==> src/rtl/mux_pkg.sv <==
// rtl/mux_pkg.sv - shared state encoding and default sizing for the scanning channel mux
package mux_pkg;

  // FSM state encoding
  localparam logic [1:0] IDLE = 2'd0;
  localparam logic [1:0] SCAN = 2'd1;
  localparam logic [1:0] DONE = 2'd2;

  // Default channel geometry
  localparam int DEF_WIDTH = 8;
  localparam int DEF_NCH   = 4;

endpackage

==> src/rtl/mux_nx1_comb.sv <==
// rtl/mux_nx1_comb.sv - combinational N-to-1 channel selector, zero for out-of-range index
module mux_nx1_comb #(
  parameter int WIDTH = mux_pkg::DEF_WIDTH,
  parameter int NCH   = mux_pkg::DEF_NCH,
  parameter int SELW  = $clog2(NCH)
) (
  input  logic [NCH*WIDTH-1:0] din,
  input  logic [SELW-1:0]      idx,
  output logic [WIDTH-1:0]     dout
);

  // Pick channel idx; indices with no matching channel fall through to zero
  always_comb begin
    dout = '0;
    for (int k = 0; k < NCH; k++) begin
      if (idx == SELW'(k)) begin
        dout = din[k*WIDTH +: WIDTH];
      end
    end
  end

endmodule

==> src/rtl/mux_scan_nx1.sv <==
// rtl/mux_scan_nx1.sv - registered channel mux with manual select and one-shot scan; MUX_PARITY_EN adds zpar
module mux_scan_nx1
  import mux_pkg::*;
#(
  parameter int WIDTH = DEF_WIDTH,
  parameter int NCH   = DEF_NCH,
  parameter int SELW  = $clog2(NCH)
) (
  input  logic                 clk,
  input  logic                 rst,
  input  logic [NCH*WIDTH-1:0] din,
  input  logic [SELW-1:0]      sel,
  input  logic                 mode,
  input  logic                 start,
  output logic [WIDTH-1:0]     zout,
  output logic [SELW-1:0]      zch,
  output logic                 zvalid,
  output logic                 busy,
`ifdef MUX_PARITY_EN
  output logic                 zpar,
`endif
  output logic                 done
);

  localparam logic [SELW-1:0] LAST_CH = SELW'(NCH - 1);

  logic [1:0]       state_q, state_d;
  logic [SELW-1:0]  cnt_q, cnt_d;
  logic [WIDTH-1:0] zout_q, zout_d;
  logic [SELW-1:0]  zch_q, zch_d;
  logic             zvalid_q, zvalid_d;
  logic             done_q, done_d;
  logic             load;
  logic [SELW-1:0]  mux_idx;
  logic [WIDTH-1:0] mux_dout;
  logic             sel_in_range;

  // The scan counter drives the selector while scanning, the manual select otherwise
  always_comb begin
    mux_idx = (state_q == SCAN) ? cnt_q : sel;
  end

  mux_nx1_comb #(
    .WIDTH (WIDTH),
    .NCH   (NCH),
    .SELW  (SELW)
  ) u_sel (
    .din  (din),
    .idx  (mux_idx),
    .dout (mux_dout)
  );

  assign sel_in_range = (int'(sel) < NCH);

  // Next-state and output-register loading for IDLE / SCAN / DONE
  always_comb begin
    state_d  = state_q;
    cnt_d    = cnt_q;
    zout_d   = zout_q;
    zch_d    = zch_q;
    zvalid_d = 1'b0;
    done_d   = 1'b0;
    load     = 1'b0;
    case (state_q)
      IDLE: begin
        if (!mode) begin
          load     = 1'b1;
          zout_d   = mux_dout;
          zch_d    = sel;
          zvalid_d = sel_in_range;
        end else if (start) begin
          state_d = SCAN;
          cnt_d   = '0;
        end
      end
      SCAN: begin
        load     = 1'b1;
        zout_d   = mux_dout;
        zch_d    = cnt_q;
        zvalid_d = 1'b1;
        if (cnt_q == LAST_CH) begin
          state_d = DONE;
          cnt_d   = '0;
        end else begin
          cnt_d = cnt_q + SELW'(1);
        end
      end
      DONE: begin
        done_d  = 1'b1;
        state_d = IDLE;
      end
      default: begin
        state_d = IDLE;
        cnt_d   = '0;
      end
    endcase
  end

  // State and output registers, cleared immediately by rst
  always_ff @(posedge clk or posedge rst) begin
    if (rst) begin
      state_q  <= IDLE;
      cnt_q    <= '0;
      zout_q   <= '0;
      zch_q    <= '0;
      zvalid_q <= 1'b0;
      done_q   <= 1'b0;
    end else begin
      state_q  <= state_d;
      cnt_q    <= cnt_d;
      zout_q   <= zout_d;
      zch_q    <= zch_d;
      zvalid_q <= zvalid_d;
      done_q   <= done_d;
    end
  end

`ifdef MUX_PARITY_EN
  logic zpar_q, zpar_d;

  // Even parity tracks whatever value is loaded into zout in the same cycle
  always_comb begin
    zpar_d = zpar_q;
    if (load) begin
      zpar_d = ^zout_d;
    end
  end

  // Parity register
  always_ff @(posedge clk or posedge rst) begin
    if (rst) begin
      zpar_q <= 1'b0;
    end else begin
      zpar_q <= zpar_d;
    end
  end

  assign zpar = zpar_q;
`endif

  assign zout   = zout_q;
  assign zch    = zch_q;
  assign zvalid = zvalid_q;
  assign busy   = (state_q == SCAN);
  assign done   = done_q;

endmodule
==> config.mk <==
export PLATFORM = sky130hd
export DESIGN_NAME = mux_scan_nx1
export DESIGN_NICKNAME = d
export VERILOG_FILES = /design/src/rtl/mux_pkg.sv /design/src/rtl/mux_nx1_comb.sv /design/src/rtl/mux_scan_nx1.sv
export SDC_FILE = /design/constraint.sdc
export NUM_CORES = 1
export LEC_CHECK = 0
export BUFFER_PORTS_ARGS = -buffer_cell sky130_fd_sc_hd__buf_2
export CAP_MARGIN = 5
export CORE_MARGIN = 2
export CORE_UTILIZATION = 46
export CTS_CLUSTER_DIAMETER = 200
export DETAILED_ROUTE_END_ITERATION = 8
export HOLD_SLACK_MARGIN = 0.03
export PLACE_DENSITY = 0.88
export SLEW_MARGIN = 20
export SYNTH_ARGS = -nofsm -noshare
export SYNTH_HDL_FRONTEND = slang
export SYNTH_HIERARCHICAL = 1
export SYNTH_SLANG_ARGS = --single-unit
==> constraint.sdc <==
create_clock -name clk -period 5.39 [get_ports clk]
set_input_delay 0.539 -clock clk [delete_from_list [all_inputs] [get_ports clk]]
set_output_delay 0.539 -clock clk [all_outputs]
set_load 0.01 [all_outputs]
==> results of run 1 <==
-- sequential cells by signal, indices dropped and copies added (netlist names) --
signal,flops
zch,2
zout,8
done,1
cnt_q,2
zvalid,1
state_q,2
-- placed cells by master, fill, tap and decap left out, types with 2 or more instances in the layout --
master	n
nor3_1	2
a22o_1	2
a21oi_1	2
o22a_2	2
nor2_1	3
clkbuf_4	3
buf_2	50
mux2_4	7
a31oi_1	2
mux4_2	8
mux2_2	3
inv_1	4
dfrtp_1	16
-- report_power, final --
group	internal (mW)	switching [mW]	leakage, nW
Sequential	0.177	0.0462	0.191
Combinational	0.209	0.154	0.389
Clock	0.0260	0.0353	0.0138
-- worst register-to-register path, cell delays in order, from the launching register on --
cell	delay, ns
dfrtp_1	0.51
inv_4	0.09
nor2_4	0.14
mux2_2	0.48
mux4_2	0.47
mux2_4	0.28
-- cell type report --
| type | instances | area (um2) | share of cell area [%] |
|---|---|---|---|
| multi-input combinational | 36 | 453 | 38.3 |
| inverter | 5 | 21.3 | 1.80 |
| clock buffer | 3 | 22.5 | 1.91 |
| sequential | 16 | 400 | 33.9 |
| tap | 27 | 33.8 | 2.86 |
| timing repair buffer | 50 | 250 | 21.2 |
-- cell usage after synthesis (all sizes together) --
cell type / count
o22a: 2
a22o: 2
nor3: 2
a21oi: 3
and3: 1
inv: 5
ha: 1
nor2: 4
dfrtp: 16
a31oi: 2
mux4: 8
nor2b: 1
mux2: 10
clkbuf: 1
buf: 3
-- routing by layer --
layer,wire [um],part of all wire [%]
met2,1190,58
met1,681,33
met3,92,4.5
met4,97,4.7
met5,0,0
-- cell families (layout without fill, tap and decap cells) --
logic type                 Yosys count  after routing  share of synthesized area, %
AOI/OAI and AO/OA                    9              9                          8.36
adders and majority gates            1              1                          1.37
buffers and inverters                9             58                          6.57
DFF                                 16             16                          43.8
muxes                               18             18                          34.9
and+or+nand+nor                      8              8                          4.93
-- worst min-delay path by stage --
stage | from | slack [ns] | endpoint
floorplan | rst | 0.45 | cnt_q[0]
global placement | zch[1] | 0.49 | zch[1]
detailed placement | zout[7] | 0.49 | zout[7]
CTS | rst | 0.32 | zout[3]
global route | rst | 0.36 | zout[4]
finish | rst | 0.30 | zout[1]
==> flow_metrics.tcl, run 1 <==
set metrics [dict create \
    drt_iter0_drc 11 \
    rrSetupSlack_ns 3.32 \
    endpoint "zout[0]" \
    fmax_mhz 483 \
    cts_made_buffers 3 \
    grt_pass1_wl_um 3350 \
    synth-seq-cells 16 \
    ys_types 19 \
    port_buffers 50 \
    relSlewSlack_pct 60.0 \
    rsz0062_at_grt "false" \
    synth_area_um2 913 \
    cts_resized 0 \
    cts_sinks 16 \
    fin_tns_setup_ns 0 \
    status "completed" \
    drv_slew 0 \
    track_usage_pct 19.5 \
    start_kind "register" \
    max-cap-violations 0 \
    arrival_ns 2.24 \
    clock_path_buffers 2 \
    fin_crit_ns 2.07 \
    clkTransAtPathRegs_ns 0.09 \
    grtUsageMet1_pct 18.8 \
    hold_ws_ns 0.303 \
    initial_utilization_pct 47.5 \
    wl_um 2060 \
    root_buffer "clkbuf_4" \
    synth_seq_area_share_pct 43.8 \
    ctsHoldBuffers 0 \
    dpl.cell_count 134 \
    p_leak_nw 0.594 \
    rr_worst_depth 5 \
    die_x_um 48.6 \
    diodes 0 \
    crit_path_end_kind "register" \
    layout.nets 151 \
    post_cts_buffers 0 \
    overflow 0 \
    stdcell_count 137 \
    nFillCells 172 \
    crit_start "state_q[0]" \
    pre_cts_ws_ns 3.32 \
    wl_per_cell_um 15.0 \
    worst_slack_ns 3.32 \
    slowest_delay_ns 0.51 \
    grt_use_met3_pct 3.40 \
    finalPower_mw 0.648 \
    drtPass1Iterations 4 \
    cts_tree "done" \
    critPathMaxFanout 9 \
    ir_drop_mv 0.273 \
    grtUsageMet2_pct 36.6 \
    post_route_cells_drive_above_1_share_pct 69.1 \
    setup_viol 0 \
    via_per_inst 5.28 \
    grt_pass1_vias 747 \
    path_buf_inv 1 \
    synth.top_cell.area_share_pct 43.8 \
    area_growth_pct 29.3 \
    avgSynthCellArea_um2 15.0 \
    worstReg2RegEnd "zout[0]" \
    core_area_mm2 0.00192 \
    final_antenna_net_count 0 \
    hold_viol 0 \
    required_ns 5.56 \
    setup.worst_path.class "reg2reg" \
    tightest_slew_ns 0.599 \
    dieArea_mm2 0.00236 \
    synth_cells 61 \
    yosysWarnings 6 \
    hp-class "in2async" \
    pin_count 51 \
    yosysTopAreaCell "dfrtp_1" \
    htreeDepth 1 \
    vias 724 \
    fp.dieH_um 48.6 \
    fin_area_mm2 0.00118 \
    synth_nets 100 \
    worst-path-stages 5 \
    reg2reg_from "state_q[0]" \
    period_share_pct 38.4 \
    clock_latency_ns 0.29 \
    synth_area_leaders "dfrtp_1, mux4_2, mux2_4" \
    power_density_mw_per_mm2 548 \
    cp_top_family "multiplexers" \
    clock_skew_ns 0.00381 \
    gp_congestion 0.843 \
    postLayoutCoreUtil_pct 61.5 \
    route.detailed.drc 0 \
    crit_slowest_cell "dfrtp_1" \
    grt_max_degree 17 \
    rows 16 \
    path_cells "inv_4 > nor2_4 > mux2_2 > mux4_2 > mux2_4" \
    grt-busiest-layer "met2" \
    antenna_found_initial 0 \
    dpl_cell_area_mm2 0.00116 \
]
No activity file was read; power rests on OpenSTA's default activity.
==> inputs of run 2 (changes only) <==
Settings changed: CORE_UTILIZATION 46 to 43, PLACE_DENSITY 0.88 to 0.83.
Clock period 5.39 ns to 2 ns, I/O delays scaled along.
==> flow_metrics.tcl, run 2 (synthesized netlist as in run 1, its figures left out) <==
set metrics [dict create \
    dieArea_mm2 0.00251 \
    diodes 0 \
    drtPass1Iterations 4 \
    cts_sinks 16 \
    clock_latency_ns 0.29 \
    max-cap-violations 0 \
    post_route_cells_drive_above_1_share_pct 69.3 \
    setup.worst_path.class "reg2reg" \
    pre_cts_ws_ns 0.0858 \
    cts_resized 0 \
    pin_count 51 \
    nFillCells 169 \
    start_kind "register" \
    grt_pass1_vias 740 \
    drt_iter0_drc 15 \
    crit_path_end_kind "register" \
    via_per_inst 5.21 \
    core_area_mm2 0.00198 \
    wl_um 2180 \
    clock_skew_ns 0.00122 \
    hp-class "in2reg" \
    hold_viol 0 \
    overflow 0 \
    layout.nets 154 \
    route.detailed.drc 0 \
    final_antenna_net_count 0 \
    fp.dieH_um 50.1 \
    hpwl_um 1780 \
    period_share_pct 96.6 \
    ir_drop_mv 0.837 \
    port_buffers 50 \
    grt_max_degree 17 \
    status "completed" \
    clock_path_buffers 2 \
    gp_congestion 0.807 \
    track_usage_pct 18.7 \
    critPathMaxFanout 8 \
    fin_crit_ns 1.93 \
    wl_per_cell_um 15.5 \
    layout_commonest_cell "buf_2" \
    dpl.cell_count 136 \
    clkTransAtPathRegs_ns 0.09 \
    vias 734 \
    rows 16 \
    die_x_um 50.1 \
    largest_register_ffs 8 \
    initial_utilization_pct 46.1 \
    p_leak_nw 0.616 \
    rsz0062_at_grt "false" \
    cts_made_buffers 3 \
    drv_slew 0 \
    power_density_mw_per_mm2 1490 \
    fmax_mhz 517 \
    stdcell_count 141 \
    final_cell_mix "buf_2, dfrtp_1, mux4_2" \
    cts_tree "done" \
    arrival_ns 2.12 \
    area_growth_pct 33.6 \
    root_buffer "clkbuf_4" \
    setup_viol 0 \
    relSlewSlack_pct 60.4 \
    antenna_found_initial 0 \
    tightest_slew_ns 0.593 \
    required_ns 2.19 \
    fin_tns_setup_ns 0 \
    worst_slack_ns 0.0670 \
    grt_pass1_wl_um 3370 \
    htreeDepth 1 \
]
run 2: metal layers:
layer | global-route usage, % | up-vias | wire [um]
met5 | 0 | - | 0
met4 | 10.2 | 0 | 54
met3 | 4.24 | 9 | 90
met2 | 33.8 | 29 | 1250
met1 | 19.8 | 363 | 782
li1 | - | 333 | -
run 2: where the power goes:
part	total (mW)	internal [mW]	switching [mW]
clock	0.217	0.111	0.106
combinational	1.03	0.585	0.444
sequential	0.575	0.477	0.0971
run 2: area by class of cell:
| type | count | area (um2) | area share [%] |
|---|---|---|---|
| sequential | 16 | 400 | 32.8 |
| clock buffer | 4 | 36.3 | 2.97 |
| inverter | 5 | 21.3 | 1.74 |
| timing repair buffer | 53 | 275 | 22.6 |
| multi-input combinational | 36 | 453 | 37.1 |
| tap | 27 | 33.8 | 2.77 |
run 2: critical path, cell delays in order (launching register included):
cell     delay, ns
dfrtp_1       0.43
nor2_4        0.17
mux2_2        0.48
mux4_2        0.47
mux2_4        0.27
run 2: worst paths after layout:
path                            startpoint    endpoint  slack [ns]  depth (start not counted)
max in group asynchronous              rst    cnt_q[1]        1.12                          3
worst max-delay path            state_q[1]     zout[5]        0.07                          4
min in group asynchronous              rst     zout[0]        0.50                          3
worst min register to register     zout[4]     zout[4]        0.51                          1
worst max register to register  state_q[1]     zout[5]        0.07                          4
worst min-delay path                 start  state_q[0]        0.20                          3
run 2: per-stage QoR:
step	utilization, %	area, um2	hold WS [ns]	power (mW)
final	61.6	1220	0.197	1.82
after global routing	61.6	1220	0.228	1.94
after detailed placement	59.2	1170	0.295	1.61
after floorplan	-	913	0.114	1.38
after CTS	61.6	1220	0.204	1.83
after global placement	59.2	1170	0.287	1.55
run 2: what timing repair did:
item	4_1_cts	5_1_grt
hold endpoints to repair	16	0
hold buffers	1	0
buffers inserted	0	0
endpoints found under the setup margin	0	0
==> inputs of run 3 (changes only) <==
Settings changed: CORE_UTILIZATION 43 to 44, PLACE_DENSITY 0.83 to 0.84, SYNTH_HIERARCHICAL 1 to unset.
==> flow_metrics.tcl, run 3 <==
set metrics [dict create \
    status "completed" \
    synth-compound-area-share_pct 20.9 \
    period_share_pct 91.0 \
    synthFlopType "dfrtp_1" \
    fin_tns_setup_ns 0 \
    power_density_mw_per_mm2 1480 \
    relSlewSlack_pct 60.2 \
    crit_path_end_kind "register" \
    pwr-share-seq_pct 30.9 \
    multi_input_area_um2 513 \
    synth_xor_area_share_pct 0 \
    tightest_slew_ns 0.597 \
    nFillCells 177 \
    seq_area_um2 400 \
    synth.area.mux_share_pct 8.45 \
    root_buffer "clkbuf_4" \
    die_x_um 50.8 \
    largest_register_ffs 8 \
    hold_ws_ns 0.266 \
    fmax_mhz 550 \
    cts_made_buffers 3 \
    antenna_found_initial 0 \
    switching_power_mw 0.809 \
    vias 937 \
    synth_adder_area_share_pct 1.30 \
    drtPass1Iterations 4 \
    synth_nets 131 \
    clock_skew_ns 0.00337 \
    synth.top_cell.area_share_pct 41.6 \
    clock_latency_ns 0.28 \
    port_buffers 50 \
    p_sw_share_pct 42.3 \
    rows 16 \
    gp_congestion 0.905 \
    route.detailed.drc 0 \
    hpwl_um 1910 \
    clkTransAtPathRegs_ns 0.09 \
    yosysWarnings 0 \
    fp.dieH_um 50.8 \
    via_per_inst 5.39 \
    clockPowerShare_pct 11.1 \
    grt_max_degree 17 \
    synth_seq_area_share_pct 41.6 \
    required_ns 2.18 \
    start_kind "register" \
    ir_drop_mv 0.981 \
    async_reset_ff_share_pct 100 \
    avgSynthCellArea_um2 10.5 \
    dpl.cell_count 169 \
    critPathMaxFanout 9 \
    synth_edf_count 0 \
    synthSimpleGateAreaFrac_pct 22.6 \
    core_area_mm2 0.00202 \
    grt_pass1_wl_um 3930 \
    track_usage_pct 19.9 \
    overflow 0 \
    htreeDepth 1 \
    drt_iter0_drc 20 \
    area_growth_pct 33.9 \
    diodes 0 \
    pin_count 51 \
    hp-class "in2reg" \
    finalPower_mw 1.91 \
    layout_commonest_cell "buf_2" \
    synth_most_common_cell "nor3_1" \
    hold_viol 0 \
    ys_types 28 \
    synth_area_leaders "dfrtp_1, a2111oi_2, nor3_1" \
    dieArea_mm2 0.00258 \
    clock_path_buffers 2 \
    initial_utilization_pct 47.6 \
    max-cap-violations 0 \
    wl_per_cell_um 14.0 \
    fin_crit_ns 1.82 \
    layout.nets 187 \
    arrival_ns 2.00 \
    setup.worst_path.class "reg2reg" \
    grt_pass1_vias 918 \
    setup_viol 0 \
    drv_slew 0 \
    cts_tree "done" \
    share_comb_of_total_power_pct 58.0 \
    stdcell_count 174 \
    synth_top_family_by_area "simple AND/OR/NAND/NOR gates" \
    final_antenna_net_count 0 \
    post_route_cells_drive_above_1_share_pct 48.3 \
    synth_top_cells_by_count "nor3_1, dfrtp_1, nor2_1" \
    synth_area_um2 962 \
    synth_cells 92 \
    final_cell_mix "buf_2, nor3_1, dfrtp_1" \
    yosysTopAreaCell "dfrtp_1" \
    p_leak_nw 0.646 \
    synth-seq-cells 16 \
    rsz0062_at_grt "false" \
    cts_sinks 16 \
    cts_resized 0 \
    wl_um 2430 \
    internal-power_mw 1.10 \
]
run 3: kinds of logic (layout without fill, tap and decap cells):
family,Yosys count,in the layout
compound gates,17,17
fa+ha+maj,1,1
simple gates,41,41
buf+inv,9,64
flops,16,16
mux,8,8
run 3: cell type report:
cell class / instances / area share, %
multi-input cells: 67 / 39.8
flip-flops and latches: 16 / 31.1
repair buffers: 54 / 21.9
clock buffers: 4 / 2.82
well taps: 27 / 2.62
inverters: 6 / 1.75
run 3: worst paths after layout:
| check | startpoint | to | slack (ns) | cells past startpoint |
|---|---|---|---|---|
| max in group asynchronous | rst | cnt_q[0] | 1.10 | 3 |
| worst min register to register | zch[1] | zch[1] | 0.50 | 2 |
| worst max-delay path | state_q[1] | zout[5] | 0.18 | 4 |
| min in group asynchronous | rst | zch[0] | 0.51 | 3 |
| worst max register to register | state_q[1] | zout[5] | 0.18 | 4 |
| worst min-delay path | start | state_q[0] | 0.27 | 4 |
run 3: power groups by stage:
stage	Sequential, mW	Combinational [mW]	Clock, mW
2_1_floorplan	0.638	0.758	0
3_3_place_gp	0.590	1.07	0
3_5_place_dp	0.598	1.11	0
4_1_cts	0.591	1.12	0.219
5_1_grt	0.617	1.21	0.237
6_report	0.591	1.11	0.213
run 3: routing by layer:
| metal | vias to the layer above | track usage (%) | part of all wire (%) |
|---|---|---|---|
| met1 | 438 | 22.5 | 41 |
| li1 | 454 | - | - |
| met3 | 2 | 5.36 | 8.5 |
| met4 | 0 | 3.60 | 0.41 |
| met2 | 43 | 37.5 | 50 |
| met5 | - | 0 | 0 |
run 3: stage by stage:
| step | area, um2 | util, % | worst slack [ns] |
|---|---|---|---|
| after floorplan | 962 | - | 0.403 |
| after global placement | 1240 | 61.4 | 0.343 |
| after detailed placement | 1240 | 61.4 | 0.219 |
| after CTS | 1290 | 63.7 | 0.199 |
| after global routing | 1290 | 63.7 | 0.0829 |
| final | 1290 | 63.7 | 0.180 |
run 3: critical path: stages (launching register included):
cell	delay (ns)
dfrtp_1	0.48
nand2b_2	0.28
a31oi_2	0.46
nor3_1	0.12
a2111oi_2	0.37
run 3: timing repair:
action	4_1_cts	5_1_grt
hold buffers	1	0
setup buffers	0	0
hold endpoints to repair	16	0
